[src/rtl/output_buffer_pkg.sv]
// Shared types and defaults for the output buffer slice.
package output_buffer_pkg;

   localparam int unsigned DEF_DATA_W = 16;
   localparam int unsigned DEF_DEPTH  = 32;

   typedef enum logic {
      MODE_INDEXED = 1'b0,
      MODE_STREAM  = 1'b1
   } mode_e;

endpackage

[src/rtl/output_buffer_if.sv]
// Control, data and status bundle between the output buffer and its surroundings.
interface output_buffer_if import output_buffer_pkg::*; #(
   parameter int unsigned DATA_W = DEF_DATA_W,
   parameter int unsigned DEPTH  = DEF_DEPTH
);
   localparam int unsigned ADDR_W = $clog2(DEPTH);

   logic              mode;
   logic              clear;
   logic              wr_en;
   logic [DATA_W-1:0] wr_data;
   logic [ADDR_W-1:0] wr_index;
   logic [ADDR_W-1:0] rd_index;
   logic [DATA_W-1:0] rd_data;
   logic              out_valid;
   logic              out_ready;
   logic [DATA_W-1:0] out_data;
   logic [ADDR_W:0]   count;
   logic              full;
   logic              empty;
   logic              overflow;

   modport master (
      output mode, clear, wr_en, wr_data, wr_index, rd_index, out_ready,
      input  rd_data, out_valid, out_data, count, full, empty, overflow
   );

   modport slave (
      input  mode, clear, wr_en, wr_data, wr_index, rd_index, out_ready,
      output rd_data, out_valid, out_data, count, full, empty, overflow
   );

endinterface

[src/rtl/output_buffer_mem.sv]
// Storage array with per-entry valid bits, one write port and two combinational reads.
module output_buffer_mem #(
   parameter int unsigned DATA_W = 16,
   parameter int unsigned DEPTH  = 32,
   parameter int unsigned ADDR_W = $clog2(DEPTH)
) (
   input  logic              clk,
   input  logic              rst_n,
   input  logic              vld_clr,
   input  logic              we,
   input  logic [ADDR_W-1:0] waddr,
   input  logic [DATA_W-1:0] wdata,
   input  logic [ADDR_W-1:0] idx_addr,
   output logic [DATA_W-1:0] idx_data,
   input  logic [ADDR_W-1:0] head_addr,
   output logic [DATA_W-1:0] head_data
);

   logic [DATA_W-1:0] mem [DEPTH];
   logic [DEPTH-1:0]  valid;

   // Array contents are deliberately unreset; the valid bits mask stale data.
   always_ff @(posedge clk) begin
      if (we) begin
         mem[waddr] <= wdata;
      end
   end

   always_ff @(posedge clk or negedge rst_n) begin
      if (!rst_n) begin
         valid <= '0;
      end else if (vld_clr) begin
         valid <= '0;
      end else if (we) begin
         valid[waddr] <= 1'b1;
      end
   end

   assign idx_data  = valid[idx_addr] ? mem[idx_addr] : '0;
   assign head_data = mem[head_addr];

endmodule

[src/rtl/output_buffer.sv]
// Output storage: indexed register file or in-order stream FIFO, selected at run time.
module output_buffer import output_buffer_pkg::*; #(
   parameter int unsigned DATA_W = DEF_DATA_W,
   parameter int unsigned DEPTH  = DEF_DEPTH
) (
   input  logic             clk,
   input  logic             rst_n,
   output_buffer_if.slave   bus
);

   localparam int unsigned     ADDR_W   = $clog2(DEPTH);
   localparam logic [ADDR_W:0] FULL_CNT = (ADDR_W+1)'(DEPTH);

   mode_e             mode_q, mode_d, mode_in;
   logic [ADDR_W-1:0] wr_ptr_q, wr_ptr_d;
   logic [ADDR_W-1:0] rd_ptr_q, rd_ptr_d;
   logic [ADDR_W:0]   count_q, count_d;
   logic              ovf_q, ovf_d;

   logic              flush, stream, push_req, push_ok, pop;
   logic              full, empty, out_valid;
   logic              mem_we;
   logic [ADDR_W-1:0] mem_waddr;
   logic [DATA_W-1:0] idx_data, head_data;

   assign mode_in   = mode_e'(bus.mode);
   assign stream    = (mode_q == MODE_STREAM);
   assign full      = (count_q == FULL_CNT);
   assign empty     = (count_q == '0);
   assign out_valid = stream && !empty;

   always_ff @(posedge clk or negedge rst_n) begin
      if (!rst_n) begin
         mode_q   <= MODE_INDEXED;
         wr_ptr_q <= '0;
         rd_ptr_q <= '0;
         count_q  <= '0;
         ovf_q    <= 1'b0;
      end else begin
         mode_q   <= mode_d;
         wr_ptr_q <= wr_ptr_d;
         rd_ptr_q <= rd_ptr_d;
         count_q  <= count_d;
         ovf_q    <= ovf_d;
      end
   end

   always_comb begin
      mode_d    = mode_in;
      wr_ptr_d  = wr_ptr_q;
      rd_ptr_d  = rd_ptr_q;
      count_d   = count_q;
      ovf_d     = ovf_q;
      // A mode change behaves exactly like clear, so both fold into one flush.
      flush     = bus.clear || (mode_in != mode_q);
      push_req  = stream && bus.wr_en && !flush;
      pop       = out_valid && bus.out_ready && !flush;
      push_ok   = push_req && (!full || pop);
      mem_we    = stream ? push_ok : (bus.wr_en && !flush);
      mem_waddr = stream ? wr_ptr_q : bus.wr_index;

      if (flush) begin
         wr_ptr_d = '0;
         rd_ptr_d = '0;
         count_d  = '0;
         ovf_d    = 1'b0;
      end else begin
         if (push_ok) begin
            wr_ptr_d = wr_ptr_q + ADDR_W'(1);
         end
         if (pop) begin
            rd_ptr_d = rd_ptr_q + ADDR_W'(1);
         end
         case ({push_ok, pop})
            2'b10:   count_d = count_q + (ADDR_W+1)'(1);
            2'b01:   count_d = count_q - (ADDR_W+1)'(1);
            default: count_d = count_q;
         endcase
         if (push_req && !push_ok) begin
            ovf_d = 1'b1;
         end
      end
   end

   output_buffer_mem #(
      .DATA_W (DATA_W),
      .DEPTH  (DEPTH),
      .ADDR_W (ADDR_W)
   ) u_mem (
      .clk       (clk),
      .rst_n     (rst_n),
      .vld_clr   (flush),
      .we        (mem_we),
      .waddr     (mem_waddr),
      .wdata     (bus.wr_data),
      .idx_addr  (bus.rd_index),
      .idx_data  (idx_data),
      .head_addr (rd_ptr_q),
      .head_data (head_data)
   );

   assign bus.rd_data   = stream ? '0 : idx_data;
   assign bus.out_valid = out_valid;
   assign bus.out_data  = out_valid ? head_data : '0;
   assign bus.count     = count_q;
   assign bus.full      = full;
   assign bus.empty     = empty;
   assign bus.overflow  = ovf_q;

endmodule

[src/flat_wrapper.sv]
// flat-port wrapper written by rule: the top's interface ports become plain ports
module output_buffer_flat import output_buffer_pkg::*;
#(
   parameter int unsigned DATA_W = DEF_DATA_W,
   parameter int unsigned DEPTH  = DEF_DEPTH
)
  (clk, rst_n, bus_mode, bus_clear, bus_wr_en, bus_wr_data, bus_wr_index, bus_rd_index, bus_out_ready, bus_rd_data, bus_out_valid, bus_out_data, bus_count, bus_full, bus_empty, bus_overflow);
  output_buffer_if #(.DATA_W(DATA_W), .DEPTH(DEPTH)) bus_i ();
  input  logic clk;
  input  logic rst_n;
  input wire logic [$bits(bus_i.mode)-1:0] bus_mode;
  input wire logic [$bits(bus_i.clear)-1:0] bus_clear;
  input wire logic [$bits(bus_i.wr_en)-1:0] bus_wr_en;
  input wire logic [$bits(bus_i.wr_data)-1:0] bus_wr_data;
  input wire logic [$bits(bus_i.wr_index)-1:0] bus_wr_index;
  input wire logic [$bits(bus_i.rd_index)-1:0] bus_rd_index;
  input wire logic [$bits(bus_i.out_ready)-1:0] bus_out_ready;
  output wire logic [$bits(bus_i.rd_data)-1:0] bus_rd_data;
  output wire logic [$bits(bus_i.out_valid)-1:0] bus_out_valid;
  output wire logic [$bits(bus_i.out_data)-1:0] bus_out_data;
  output wire logic [$bits(bus_i.count)-1:0] bus_count;
  output wire logic [$bits(bus_i.full)-1:0] bus_full;
  output wire logic [$bits(bus_i.empty)-1:0] bus_empty;
  output wire logic [$bits(bus_i.overflow)-1:0] bus_overflow;
  assign bus_i.mode = bus_mode;
  assign bus_i.clear = bus_clear;
  assign bus_i.wr_en = bus_wr_en;
  assign bus_i.wr_data = bus_wr_data;
  assign bus_i.wr_index = bus_wr_index;
  assign bus_i.rd_index = bus_rd_index;
  assign bus_i.out_ready = bus_out_ready;
  assign bus_rd_data = bus_i.rd_data;
  assign bus_out_valid = bus_i.out_valid;
  assign bus_out_data = bus_i.out_data;
  assign bus_count = bus_i.count;
  assign bus_full = bus_i.full;
  assign bus_empty = bus_i.empty;
  assign bus_overflow = bus_i.overflow;
  output_buffer #(.DATA_W(DATA_W), .DEPTH(DEPTH)) u_core (.clk(clk), .rst_n(rst_n), .bus(bus_i));
endmodule
[config.mk]
export PLATFORM = sky130hd
export DESIGN_NAME = output_buffer_flat
export DESIGN_NICKNAME = d
export VERILOG_FILES = /design/src/rtl/output_buffer_pkg.sv /design/src/rtl/output_buffer_if.sv /design/src/rtl/output_buffer_mem.sv /design/src/rtl/output_buffer.sv /design/src/flat_wrapper.sv
export SDC_FILE = /design/constraint.sdc
export NUM_CORES = 1
export LEC_CHECK = 0
export ABC_AREA = 1
export CAP_MARGIN = 20
export CORE_ASPECT_RATIO = 1.2
export CORE_UTILIZATION = 45
export CTS_CLUSTER_DIAMETER = 150
export DETAILED_ROUTE_END_ITERATION = 12
export PLACE_DENSITY = 0.7
export REMOVE_ABC_BUFFERS = 1
export SKIP_CTS_REPAIR_TIMING = 1
export SLEW_MARGIN = 20
export SYNTH_ARGS = -nofsm -noshare
export SYNTH_HDL_FRONTEND = slang
export SYNTH_SLANG_ARGS = --single-unit
export TNS_END_PERCENT = 20
[constraint.sdc]
create_clock -name clk -period 3.48 [get_ports clk]
set_clock_uncertainty 0.15 [all_clocks]
set_input_delay 0.348 -clock clk [delete_from_list [all_inputs] [get_ports clk]]
set_output_delay 0.348 -clock clk [all_outputs]
set_load 0.01 [all_outputs]
==> impl_metrics.csv <==
group,metric,value,unit
logic_synthesis,async_flop_share,8.90,%
detailed_routing,vias_per_cell,6.06,
cts,cts_buffer_depth,3,
worst_setup_path,crit_fanout,11,
pwr,comb_power_share,9.0,%
global_route,gr-total-overflow,0,
floorplanning,fp.dieH,278,µm
logic_synthesis,synthFlopType,"edfxtp_1",
place,place_hpwl,55200,µm
sta,worst_slew_pin_slew,1.10,ns
worst_hold_path,hp-start,"bus_mode",
global_route,grt_pass1_wl,137000,µm
logic_synthesis,yosysWarnings,0,
sta,setup_viol,2,
final_layout,seq_area,16600,µm²
global_route,globalRouteMet3Util,5.02,%
place,placed_area,30500,µm²
detailed_routing,drt_iter0_markers,3230,
cts,clockRootBuffer,"clkbuf_16",
worst_setup_path,reg2reg_depth,11,
final_layout,area_delta_synth_final,13.7,%
floorplanning,design.die.area,64400,µm²
pwr,power_leakage,11.7,nW
detailed_routing,drc,0,
worst_setup_path,arrival,3.12,ns
logic_synthesis,syn_area,28500,µm²
sta,rsz0062_at_grt,"yes",
cts,clk_latency,0.63,ns
detailed_routing,routedWlPerCell,23.2,µm
global_route,grtUsageTotal,28.3,%
global_route,antenna_found_initial,4,
logic_synthesis,synthCells,3079,
global_route,grtUsageMet1,37.3,%
worst_hold_path,whs_path_depth,1,
floorplanning,core-area,62300,µm²
worst_setup_path,reg2reg_slack,0.51,ns
logic_synthesis,synth-seq-cells,562,
final_layout,fillers,5575,
detailed_routing,final_antenna_net_count,0,
place,portBuffers,73,
sta,period_needed,3.62,ns
final_layout,layout.nets,3152,
worst_hold_path,hold_end,"u_core.mode_q$_DFF_PN0_",
cts,cts_made_buffers,58,
worst_setup_path,crit_type,"reg -> out",
logic_synthesis,yosys.cell_types.count,36,
cts,clock-sinks,562,
final_layout,fin_area,32400,µm²
final_layout,n_antenna_cell,0,
cts,cts_max_level,2,
detailed_routing,wl,92100,µm
pwr,p_sw_share,24.4,%
sta,finalCritPeriodShare,104,%
pwr,power.density,450,nW/µm²
pwr,pwr-share-seq,50.8,%
logic_synthesis,synth_area_leaders,"edfxtp_1, o21ai_0, nand3_1",
logic_synthesis,yosysSeqAreaShare,58.3,%
global_route,grt_util_met2,45.0,%
logic_synthesis,synth_top_cell_by_area,"edfxtp_1",
outcome,status,"complete, but fails checks",
sta,hold_viol_final,0,
logic_synthesis,synth_edf_count,512,
worst_setup_path,r2r_start,"u_core.mode_q$_DFF_PN0_",
pwr,peakVddDrop,0.373,mV
cts,clk_pin_slew,0.06,ns
detailed_routing,drtPass1Iterations,6,
worst_hold_path,hold_class,"in -> reg",
cts,cts_tree,"built",
worst_setup_path,start_kind,"register",
job,maxCapViolCount,0,
detailed_routing,vias,24099,
pwr,switching_power,3.56,mW
pwr,p_clk_share,40.2,%
logic_synthesis,yosysTopAreaCellShare,53.9,%
place,placedCellCount,3863,
sta,worst_slack,-0.136,ns
sta,max_freq,277,MHz
floorplanning,rows,100,
worst_setup_path,worstPathRequired,2.98,ns
sta,slew_viol_final,0,
global_route,grt_pass1_vias,22393,
floorplanning,initial_core_util,45.8,%
logic_synthesis,syn_area_per_cell,9.26,µm²
pwr,intPower,11.0,mW
worst_setup_path,r2r-end,"u_core.u_mem.mem[15][14]$_DFFE_PP_",
place,gp_congestion,0.892,
outcome,violations,"setup timing",
worst_setup_path,endpoint_kind,"primary output",
floorplanning,dieWidth,232,µm
final_layout,fin_cells,3975,
final_layout,multi_input_area,9850,µm²
global_route,grt_max_degree,115,
final_layout,final_layout_size_suffix_gt1_share,9.24,%
global_route,busiest_layer,"met2",
floorplanning,io_pins,74,
sta,slew_headroom,26.3,%
-- worst max-delay path by stage --
stage | startpoint | to | slack (ns) | cells past startpoint
final | u_core.rd_ptr_q[0]$_DFFE_PN0P_ | bus_out_data[4] | -0.14 | 10
after global routing | u_core.rd_ptr_q[0]$_DFFE_PN0P_ | bus_out_data[15] | -0.26 | 9
after CTS | u_core.rd_ptr_q[0]$_DFFE_PN0P_ | bus_out_data[4] | -0.24 | 8
after detailed placement | bus_rd_index[0] | bus_rd_data[7] | 0.42 | 13
after global placement | u_core.rd_ptr_q[1]$_DFFE_PN0P_ | bus_out_data[12] | 0.41 | 9
after floorplan | u_core.rd_ptr_q[0]$_DFFE_PN0P_ | bus_out_data[0] | -7.80 | 6
-- placed cells by master (no fill, tap or decap), drive strengths merged --
| cell | synthesis | final |
|---|---|---|
| a211oi | 12 | 12 |
| a21oi | 290 | 290 |
| buf | 136 | 140 |
| bufinv | 0 | 1 |
| clkbuf | 96 | 84 |
| clkdlybuf4s50 | 0 | 51 |
| clkinv | 5 | 23 |
| clkinvlp | 0 | 2 |
| dfrtp | 50 | 50 |
| dlygate4sd3 | 0 | 1 |
| dlymetal6s2s | 0 | 12 |
| edfxtp | 512 | 512 |
| fa | 1 | 1 |
| ha | 6 | 6 |
| inv | 275 | 278 |
| nand2 | 377 | 377 |
| nand3 | 329 | 329 |
| nand4 | 18 | 18 |
| nor2 | 293 | 293 |
| nor3 | 2 | 2 |
| o211ai | 112 | 112 |
| o21a | 1 | 1 |
| o21ai | 543 | 543 |
| o22ai | 16 | 16 |
| or2 | 1 | 1 |
| xnor2 | 1 | 1 |
| xor2 | 3 | 3 |
-- worst max-delay path, stage by stage (launching register included) --
cell and delay (ns):
dfrtp_4 0.58, clkbuf_4 0.23, buf_4 0.20, a21oi_1 0.14, o21ai_0 0.10, o21ai_0 0.09, nand2_1 0.08, nand4_1 0.10
nand2_1 0.07, nor2_2 0.30, clkdlybuf4s50_1 0.61
-- state kept, by name, indices dropped and copies added (netlist names) --
name and flops:
u_core.wr_ptr_q 5, u_core.bus.count 6, u_core.mode_q 1, u_core.u_mem.mem 512, u_core.rd_ptr_q 5, u_core.bus.overflow 1, u_core.u_mem.valid 32
-- cell families after synthesis --
logic type	count (synthesis)	synth area share, %
XOR/XNOR	4	0.123
buffers and inverters	512	7.60
flip-flops	562	58.3
AND/OR/NAND/NOR	1020	15.4
AO/OA/AOI/OAI	974	18.3
adder cells (fa/ha/maj)	7	0.333
-- power groups by stage --
stage	clock network (mW)	logic [mW]	registers (mW)
final	5.86	1.31	7.42
after global routing	6.15	1.42	7.42
after CTS	5.90	1.28	7.42
after detailed placement	0	1.28	7.56
after global placement	0	1.27	7.56
after floorplan	0	0.548	7.59
-- metrics by stage --
step / power, mW / hold slack (ns) / TNS [ns] / setup slack (ns) / util [%]
after detailed placement: 8.84 / 0.280 / 0 / 0.422 / 49.0
after floorplan: 8.14 / -0.0976 / -142.52 / -7.80 / -
after global placement: 8.83 / 0.271 / 0 / 0.411 / 49.0
after CTS: 14.6 / -0.389 / -2.80 / -0.238 / 51.8
final: 14.6 / 0.0659 / -0.237 / -0.136 / 52.0
after global routing: 15.0 / 0.0840 / -0.654 / -0.257 / 52.0
-- synthesized netlist by cell type (2+ instances only) --
cell type and count:
inv_1 268, a21oi_1 289, o211ai_1 112, clkinv_1 5
buf_6 10, nor2_1 289, nand2_1 372, nand2_2 4
nor3_1 2, xor2_1 3, buf_4 22, dfrtp_1 50
clkbuf_1 95, edfxtp_1 512, o22ai_1 16, o21ai_1 68
buf_1 36, inv_2 7, nor2_4 2, nor2_8 2
nand4_1 18, a211oi_1 12, nand3_2 2, nand3_1 326
buf_2 68, ha_1 6, o21ai_0 474
-- layout make-up --
class | instances | area share [%]
clock buffer | 82 | 4.88
clock inverter | 24 | 0.506
inverter | 280 | 3.27
multi-input combinational | 2005 | 30.4
sequential | 562 | 51.3
tap | 816 | 3.15
timing repair buffer | 206 | 6.46
-- layer usage --
layer / vias to the layer above / routed length [µm]
met5: - / 21
met4: 4 / 4650
met3: 282 / 9900
met2: 1512 / 42400
met1: 11389 / 35100
li1: 10912 / -
Power figures use the tool's default switching activity.
